`config.mk`:
```
export PLATFORM = sky130hd
export DESIGN_NAME = cp0_irq
export DESIGN_NICKNAME = d
export VERILOG_FILES = /design/src/rtl/cp0_irq.sv
export SDC_FILE = /design/constraint.sdc
export NUM_CORES = 1
export LEC_CHECK = 0
export CORE_MARGIN = 1
export CORE_UTILIZATION = 34
export CTS_CLUSTER_DIAMETER = 60
export CTS_CLUSTER_SIZE = 16
export DETAILED_ROUTE_END_ITERATION = 10
export PLACE_DENSITY_LB_ADDON = 0.08
export SETUP_SLACK_MARGIN = 0.15
export SYNTH_ARGS = -nofsm -noshare
export SYNTH_HDL_FRONTEND = slang
export SYNTH_SLANG_ARGS = --single-unit
```
`constraint.sdc`:
```
create_clock -name clk -period 5.25 [get_ports clk]
set_clock_uncertainty 0.05 [all_clocks]
set_input_delay 1.575 -clock clk [delete_from_list [all_inputs] [get_ports clk]]
set_output_delay 1.575 -clock clk [all_outputs]
set_load 0.02 [all_outputs]
```
`src/rtl/cp0_irq.sv`:
```
// CP0 register file with edge-latched, masked, priority-encoded interrupts and ERET return.
// Optional COUNT/COMPARE timer on IP[7] when CP0_TIMER_EN is defined; 1-cycle read latency, no backpressure.
module cp0_irq #(
  parameter int          IRQ_NUM    = 4,
  parameter logic [31:0] RESET_EHBR = 32'h0000_0100
) (
  input  logic               clk,
  input  logic               rst,
  input  logic [1:0]         oper,
  input  logic [4:0]         addr_r,
  output logic [31:0]        data_r,
  input  logic [4:0]         addr_w,
  input  logic [31:0]        data_w,
  input  logic               ir_en,
  input  logic [IRQ_NUM-1:0] ir_in,
  input  logic [31:0]        ret_addr,
  output logic               ir,
  output logic               jump_en,
  output logic [31:0]        jump_addr
);

  localparam logic [1:0] OP_MTC0 = 2'b10;
  localparam logic [1:0] OP_ERET = 2'b11;

  localparam logic [4:0] A_COUNT   = 5'd9;
  localparam logic [4:0] A_COMPARE = 5'd11;
  localparam logic [4:0] A_STATUS  = 5'd12;
  localparam logic [4:0] A_CAUSE   = 5'd13;
  localparam logic [4:0] A_EPC     = 5'd14;
  localparam logic [4:0] A_EHBR    = 5'd15;

  localparam logic [7:0] LINE_MASK = 8'((1 << IRQ_NUM) - 1);
`ifdef CP0_TIMER_EN
  localparam logic [7:0] IP_IMPL = LINE_MASK | 8'h80;
`else
  localparam logic [7:0] IP_IMPL = LINE_MASK;
`endif

  logic               ie_q, ie_d;
  logic               exl_q, exl_d;
  logic [7:0]         im_q, im_d;
  logic [7:0]         ip_q, ip_d;
  logic [4:0]         exccode_q, exccode_d;
  logic [31:0]        epc_q, epc_d;
  logic [31:0]        ehbr_q, ehbr_d;
  logic [IRQ_NUM-1:0] prev_q;
  logic [31:0]        data_r_q, data_r_d;

  logic       eret;
  logic       wr;
  logic [7:0] req;
  logic [2:0] take_idx;
  logic [7:0] ext_edge;
  logic [7:0] ip_set, ip_clr;

  assign eret     = (oper == OP_ERET);
  assign req      = ip_q & im_q;
  assign ir       = ir_en & ie_q & ~exl_q & (|req) & ~eret;
  // A write issued alongside a taken interrupt belongs to a flushed instruction.
  assign wr       = (oper == OP_MTC0) & ~ir;
  assign ext_edge = 8'(ir_in & ~prev_q);

  always_comb begin
    take_idx = 3'd0;
    for (int i = 7; i >= 0; i--) begin
      if (req[i]) take_idx = 3'(i);
    end
  end

  assign jump_en   = ir | eret;
  assign jump_addr = ir   ? (ehbr_q + {24'b0, take_idx, 5'b0}) :
                     eret ? epc_q : 32'h0;

`ifdef CP0_TIMER_EN
  logic [31:0] count_q, count_d;
  logic [31:0] compare_q, compare_d;

  always_comb begin
    count_d   = count_q + 32'd1;
    compare_d = compare_q;
    if (wr && addr_w == A_COUNT)   count_d   = data_w;
    if (wr && addr_w == A_COMPARE) compare_d = data_w;
  end

  always_ff @(posedge clk) begin
    if (rst) begin
      count_q   <= 32'h0;
      compare_q <= 32'hFFFF_FFFF;
    end else begin
      count_q   <= count_d;
      compare_q <= compare_d;
    end
  end
`endif

  always_comb begin
    ip_set = ext_edge;
    ip_clr = (wr && addr_w == A_CAUSE) ? data_w[15:8] : 8'h0;
`ifdef CP0_TIMER_EN
    ip_set[7] = (count_q == compare_q);
    ip_clr[7] = ip_clr[7] | (wr && addr_w == A_COMPARE);
`endif
    // Set after clear so a same-cycle edge keeps the bit pending.
    ip_d = ((ip_q & ~ip_clr) | ip_set) & IP_IMPL;
  end

  always_comb begin
    ie_d      = ie_q;
    exl_d     = exl_q;
    im_d      = im_q;
    exccode_d = exccode_q;
    epc_d     = epc_q;
    ehbr_d    = ehbr_q;
    if (wr) begin
      case (addr_w)
        A_STATUS: begin
          ie_d  = data_w[0];
          exl_d = data_w[1];
          im_d  = data_w[15:8];
        end
        A_EPC:   epc_d  = data_w;
        A_EHBR:  ehbr_d = {data_w[31:5], 5'b0};
        default: ;
      endcase
    end
    if (ir) begin
      epc_d     = ret_addr;
      exl_d     = 1'b1;
      exccode_d = {2'b0, take_idx};
    end else if (eret) begin
      exl_d = 1'b0;
    end
  end

  always_comb begin
    data_r_d = 32'h0;
    case (addr_r)
`ifdef CP0_TIMER_EN
      A_COUNT:   data_r_d = count_q;
      A_COMPARE: data_r_d = compare_q;
`endif
      A_STATUS:  data_r_d = {16'h0, im_q, 6'b0, exl_q, ie_q};
      A_CAUSE:   data_r_d = {16'h0, ip_q, 1'b0, exccode_q, 2'b0};
      A_EPC:     data_r_d = epc_q;
      A_EHBR:    data_r_d = ehbr_q;
      default:   data_r_d = 32'h0;
    endcase
  end

  always_ff @(posedge clk) begin
    if (rst) begin
      ie_q      <= 1'b0;
      exl_q     <= 1'b0;
      im_q      <= 8'h0;
      ip_q      <= 8'h0;
      exccode_q <= 5'h0;
      epc_q     <= 32'h0;
      ehbr_q    <= RESET_EHBR;
      prev_q    <= '0;
      data_r_q  <= 32'h0;
    end else begin
      ie_q      <= ie_d;
      exl_q     <= exl_d;
      im_q      <= im_d;
      ip_q      <= ip_d;
      exccode_q <= exccode_d;
      epc_q     <= epc_d;
      ehbr_q    <= ehbr_d;
      prev_q    <= ir_in;
      data_r_q  <= data_r_d;
    end
  end

  assign data_r = data_r_q;

endmodule

```
# Word level (Yosys, flattened, before mapping)
# Index checks and enable logic that the tools add are counted.
# Widths: inputs -> output; s select.
[totals] mem_bits_rw=0 rom_bits=0 mem_count=0 latch_bits=0 regBits=112
[op_classes] addsub=1 n_bitwise=15 shift=0 mul=0 n_div=0 order_cmp=0 reduce_logical=10 eq_ne=10 mux=19
[ops] op="$mux 32" n=5
[ops] op="$pmux 32 s4" n=1
[ops] op="$eq 5x4->1 const B" n=8
[ops] op="$add 32x8->32" n=1
[ops] op="$mux 3" n=8
[ops] op="$and 4x4->4" n=2
[ops] op="$and 4x8->8" n=1
[ops] op="$not 4->4" n=2
[ops] op="$reduce_and 2->1" n=4
[ops] op="$reduce_or 8->1" n=1
[ops] op="$reduce_bool 3->1" n=2
[ops] op="$and 1x1->1" n=5
[ops] op="$eq 2x2->1 const B" n=2
[ops] op="$mux 1" n=4
[ops] op="$mux 4" n=1
[ops] op="$or 4x4->4" n=1
[ops] op="$reduce_bool 2->1" n=2
[ops] op="$not 1->1" n=3
[ops] op="$logic_and 1x1->1" n=1
[ops] op="$or 1x1->1" n=1

# Longest topological paths before layout
[logic_depth] ltp_word=11 depth_mapped=9 mapped_depth_nobuf=9

# Worst setup path after synthesis
# OpenSTA, ideal clock, no wires.
[synth_timing] path_kind="input -> output" start="input port oper[0]" end="output port jump_addr[7]" arrival_ns=3.129 stages=6 slack_ns=0.496 path_cell_list="and2_1 a211o_2 buf_2 clkbuf_1 buf_1 o21ai_0"
[synth_between] elab_chain_len=4 elab_cells_between_ends=5 cone_classes="eq/ne (1); mux (2); bitwise (2)"
[synth_lines] item="start, declared" line_no="9" source="input logic [1:0] oper,"
[synth_lines] item="$eq 2x2->1 *" line_no="56" source="assign eret = (oper == OP_ERET);"
[synth_lines] item="$not 1->1" line_no="58" source="assign ir = ir_en & ie_q & ~exl_q & (|req) & ~eret;"
[synth_lines] item="$and 1x1->1" line_no="58"
[synth_lines] item="$mux 32 *" line_no="71" source="assign jump_addr = ir ? (ehbr_q + {24'b0, take_idx, 5'b0}) :"
[synth_lines] item="end, declared" line_no="19" source="output logic [31:0] jump_addr"
# Mark *: on every way between the ends. The rest lies on a longest branch, timed or not.

# Worst setup path after layout
[layout_timing] start="input port oper[0]" end="output port jump_addr[18]"
# The elaborated chain is that of the path after synthesis.

==> metrics.cfg <==
[final_layout]
syn_to_final_growth_pct = 39.42
multi_input_area_um2 = 3055
diodes = 0
regArea_um2 = 2222
drive_gt1_share_pct = 12.24
fill_cells = 1561
nNetsFinal = 865

[clock_tree]
cts_num_sinks = 111
cts_tree = yes
htreeDepth = 3
numCtsBuffers = 9
cts_root_buffer = clkbuf_16
clk_latency_ns = 0.36
clk_path_buf_depth = 2
path_clk_slew_ns = 0.07

[global_routing]
grt_max_degree = 45
grt_use_total_pct = 21.36
grt_pass1_wl_mm = 27.26
grt_pass1_vias = 5188
antenna_found_initial = 0
globalRouteOverflowTotal = 0

[timing]
hold_viol = 0
relSlewSlack_pct = 43.63
slew_viol_final = 0
hold_slack_ns = 0.4125
setup_viol = 0
fmax_mhz = 197.3
worstMarginPinSlew_ns = 0.8339
period_share_pct = 96.53
min_period_ns = 5.068
rsz0062_at_grt = yes

[floorplan]
ioPinCount = 149
dieArea_um2 = 16670
dieWidth_um = 129.1
die_h_um = 129.1
initial_core_util_pct = 34.71
core_um2 = 15830
core.rowCount = 46

[synth]
yosysTopAreaCell = dfxtp_1
synth_top_family_by_area = simple AND/OR/NAND/NOR gates
ys.flop_type = dfxtp_1
synth_area_leaders = dfxtp_1 40%, mux2i_1 12%, nand2_1 6.1%
synthXorXnorAreaFrac_pct = 1.913
synth_mux_area_share_pct = 12.66
synth-seq-area-share_pct = 40.45
syn_area_um2 = 5494
synthArstFlopShare_pct = 0
syn_avg_cell_area_um2 = 8.531
synth_fa_ha_area_share_pct = 0.8199
synth_compound_area_share_pct = 15.85
yosys.area_share.simple_pct = 23.25
yosysUniqueCellTypes = 53
synth_edf_count = 0
synth.top_cell.area_share_pct = 40.45
synthesis.instances = 644
synth-seq-cells = 111
syn-num-nets = 730
yosys_warnings = 0

[routing]
routed-via-count = 5287
drt_drc_violations_left = 0
ant_nets = 0
finalWirelength_mm = 17.07
drt-vias-per-instance = 5.287
drt_iter0_drc = 353
drtPass1Iterations = 6
wl_per_cell_um = 17.07

[placed_design]
io_buffers = 148
place_congestion = 0.7966
dp_hpwl_mm = 12.19

[critical_path]
worstSetupStartpoint = oper[0]
rrSetupSlack_ns = 2.92
criticalPathCategory = in -> out
startpoint_type = input port
critical_path_arrival_ns = 3.44
cp_max_fo = 11
cp.required_ns = 3.63
r2r-start = ip_q[2]$_SDFF_PP0_
crit_path_end_kind = output port

[run_status]
status = finished clean

[power]
p_leak_nw = 2.959
power_w = 0.001751
p_per_area_nw_per_um2 = 228.6
ir_drop_mv = 0.1567

[worst_hold_path]
hp-start = exccode_q[1]$_SDFFE_PP0N_
min_path_type = reg -> reg

[job]
maxCapViolations = 0

## report_power, final
| part | switching [W] | internal (W) | leakage (nW) |
|---|---|---|---|
| Sequential | 0.00000607 | 0.000847 | 0.896 |
| Combinational | 0.0000609 | 0.0000764 | 1.91 |
| Clock | 0.000326 | 0.000434 | 0.155 |
| Total | 0.000393 | 0.00136 | 2.96 |
## flip-flops by register name, summed over array words and instances (netlist names)
| register | flops |
|---|---|
| data_r | 32 |
| epc_q | 32 |
| ehbr_q | 27 |
| im_q | 8 |
| ip_q | 4 |
| prev_q | 4 |
| exccode_q | 2 |
| exl_q | 1 |
| ie_q | 1 |
## layout make-up
type / count / share of cell area (%)
clock inverter: 6 / 1.209
inverter: 6 / 0.2940
multi-input combinational: 472 / 39.89
timing repair buffer: 179 / 22.95
clock buffer: 10 / 3.120
tap: 216 / 3.528
sequential: 111 / 29.01
## cell usage after synthesis, types with 2 or more instances
| master | count |
|---|---|
| or3_1 | 2 |
| clkbuf_1 | 37 |
| buf_6 | 2 |
| nor4b_1 | 2 |
| a22oi_1 | 23 |
| a211oi_1 | 32 |
| nor4_1 | 4 |
| inv_1 | 6 |
| a22o_1 | 2 |
| a21oi_1 | 9 |
| a221o_1 | 2 |
| nand3b_1 | 2 |
| nand4_1 | 6 |
| buf_4 | 2 |
| a31oi_1 | 5 |
| nor3_1 | 16 |
| a2111oi_0 | 2 |
| and3_1 | 12 |
| and4_1 | 2 |
| a222oi_1 | 4 |
| xnor2_1 | 8 |
| or4_1 | 14 |
| ha_1 | 2 |
| o211ai_1 | 10 |
| a31o_2 | 8 |
| nand2_1 | 90 |
| dfxtp_1 | 111 |
| buf_2 | 8 |
| mux2i_1 | 65 |
| a311oi_1 | 2 |
| buf_1 | 3 |
| xor2_1 | 4 |
| nor2b_1 | 17 |
| nand3_1 | 20 |
| mux2_2 | 4 |
| o21ai_0 | 16 |
| nor2_1 | 73 |
| or2_2 | 2 |
## per-stage QoR
| stage | setup WS, ns | cell area [um^2] | TNS (ns) | instances | util, % |
|---|---|---|---|---|---|
| after global routing | 0.1155 | 7660 | 0 | 1000 | 48.40 |
| after global placement | -0.3420 | 7248 | -6.033 | 982 | 45.79 |
| after detailed placement | -0.3692 | 7248 | -6.481 | 982 | 45.79 |
| after floorplan | 0.4963 | 5494 | 0 | 644 | - |
| after CTS | 0.1503 | 7580 | 0 | 1000 | 47.89 |
| final | 0.1824 | 7660 | 0 | 1000 | 48.40 |
## per-layer routing
layer	GRT usage, %	up-vias	share of wire (%)
li1	-	2593	-
met1	27.12	2519	45
met2	36.02	152	49
met3	3.675	23	4.3
met4	8.304	0	2.0
met5	0	-	0
## critical path, stage by stage
cell	delay, ns
clkdlybuf4s50_1	0.42
and2_4	0.18
a211o_4	0.34
buf_12	0.16
or4_1	0.53
nand3_2	0.11
buf_6	0.12
## final timing paths
kind                               endpoint  depth (start not counted)
hold / removal    exccode_q[1]$_SDFFE_PP0N_                          2
hold reg to reg   exccode_q[1]$_SDFFE_PP0N_                          2
setup reg to reg         ip_q[3]$_SDFF_PP0_                          5
setup / recovery              jump_addr[18]                          7
## cells by family after synthesis
| logic type | Yosys count |
|---|---|
| mux | 69 |
| simple gates | 268 |
| buf+inv | 61 |
| xor+xnor | 12 |
| compound gates | 120 |
| fa+ha+maj | 3 |
| flops | 111 |
## cells in the final DEF, fill, tap and decap left out, types with 3 or more instances in the layout
master,n
clkdlybuf4s50_1,119
dfxtp_1,111
nand2_1,90
nor2_1,73
mux2i_1,65
a211oi_1,32
buf_4,29
a22oi_1,23
nor2b_1,16
nor3_1,15
nand3_1,14
and3_1,12
or4_1,12
o21ai_0,12
o211ai_1,10
a21oi_1,9
clkbuf_16,9
buf_6,9
xnor2_1,8
a31o_2,8
nand4_1,6
nand3_2,6
inv_1,5
a31oi_1,5
clkdlybuf4s15_1,5
nor4_1,4
xor2_1,4
o21ai_1,4
mux2_2,4
a222oi_1,4
clkdlybuf4s15_2,4
buf_2,3
dlygate4sd2_1,3
buf_12,3
## repair_timing
action	CTS	global route
pin swaps	2	2
cloned	1	0
endpoints found under the setup margin	28	26
hold buffers	0	0
gates resized for setup	87	39
setup buffers	1	0
Power figures use the tool's default switching activity.
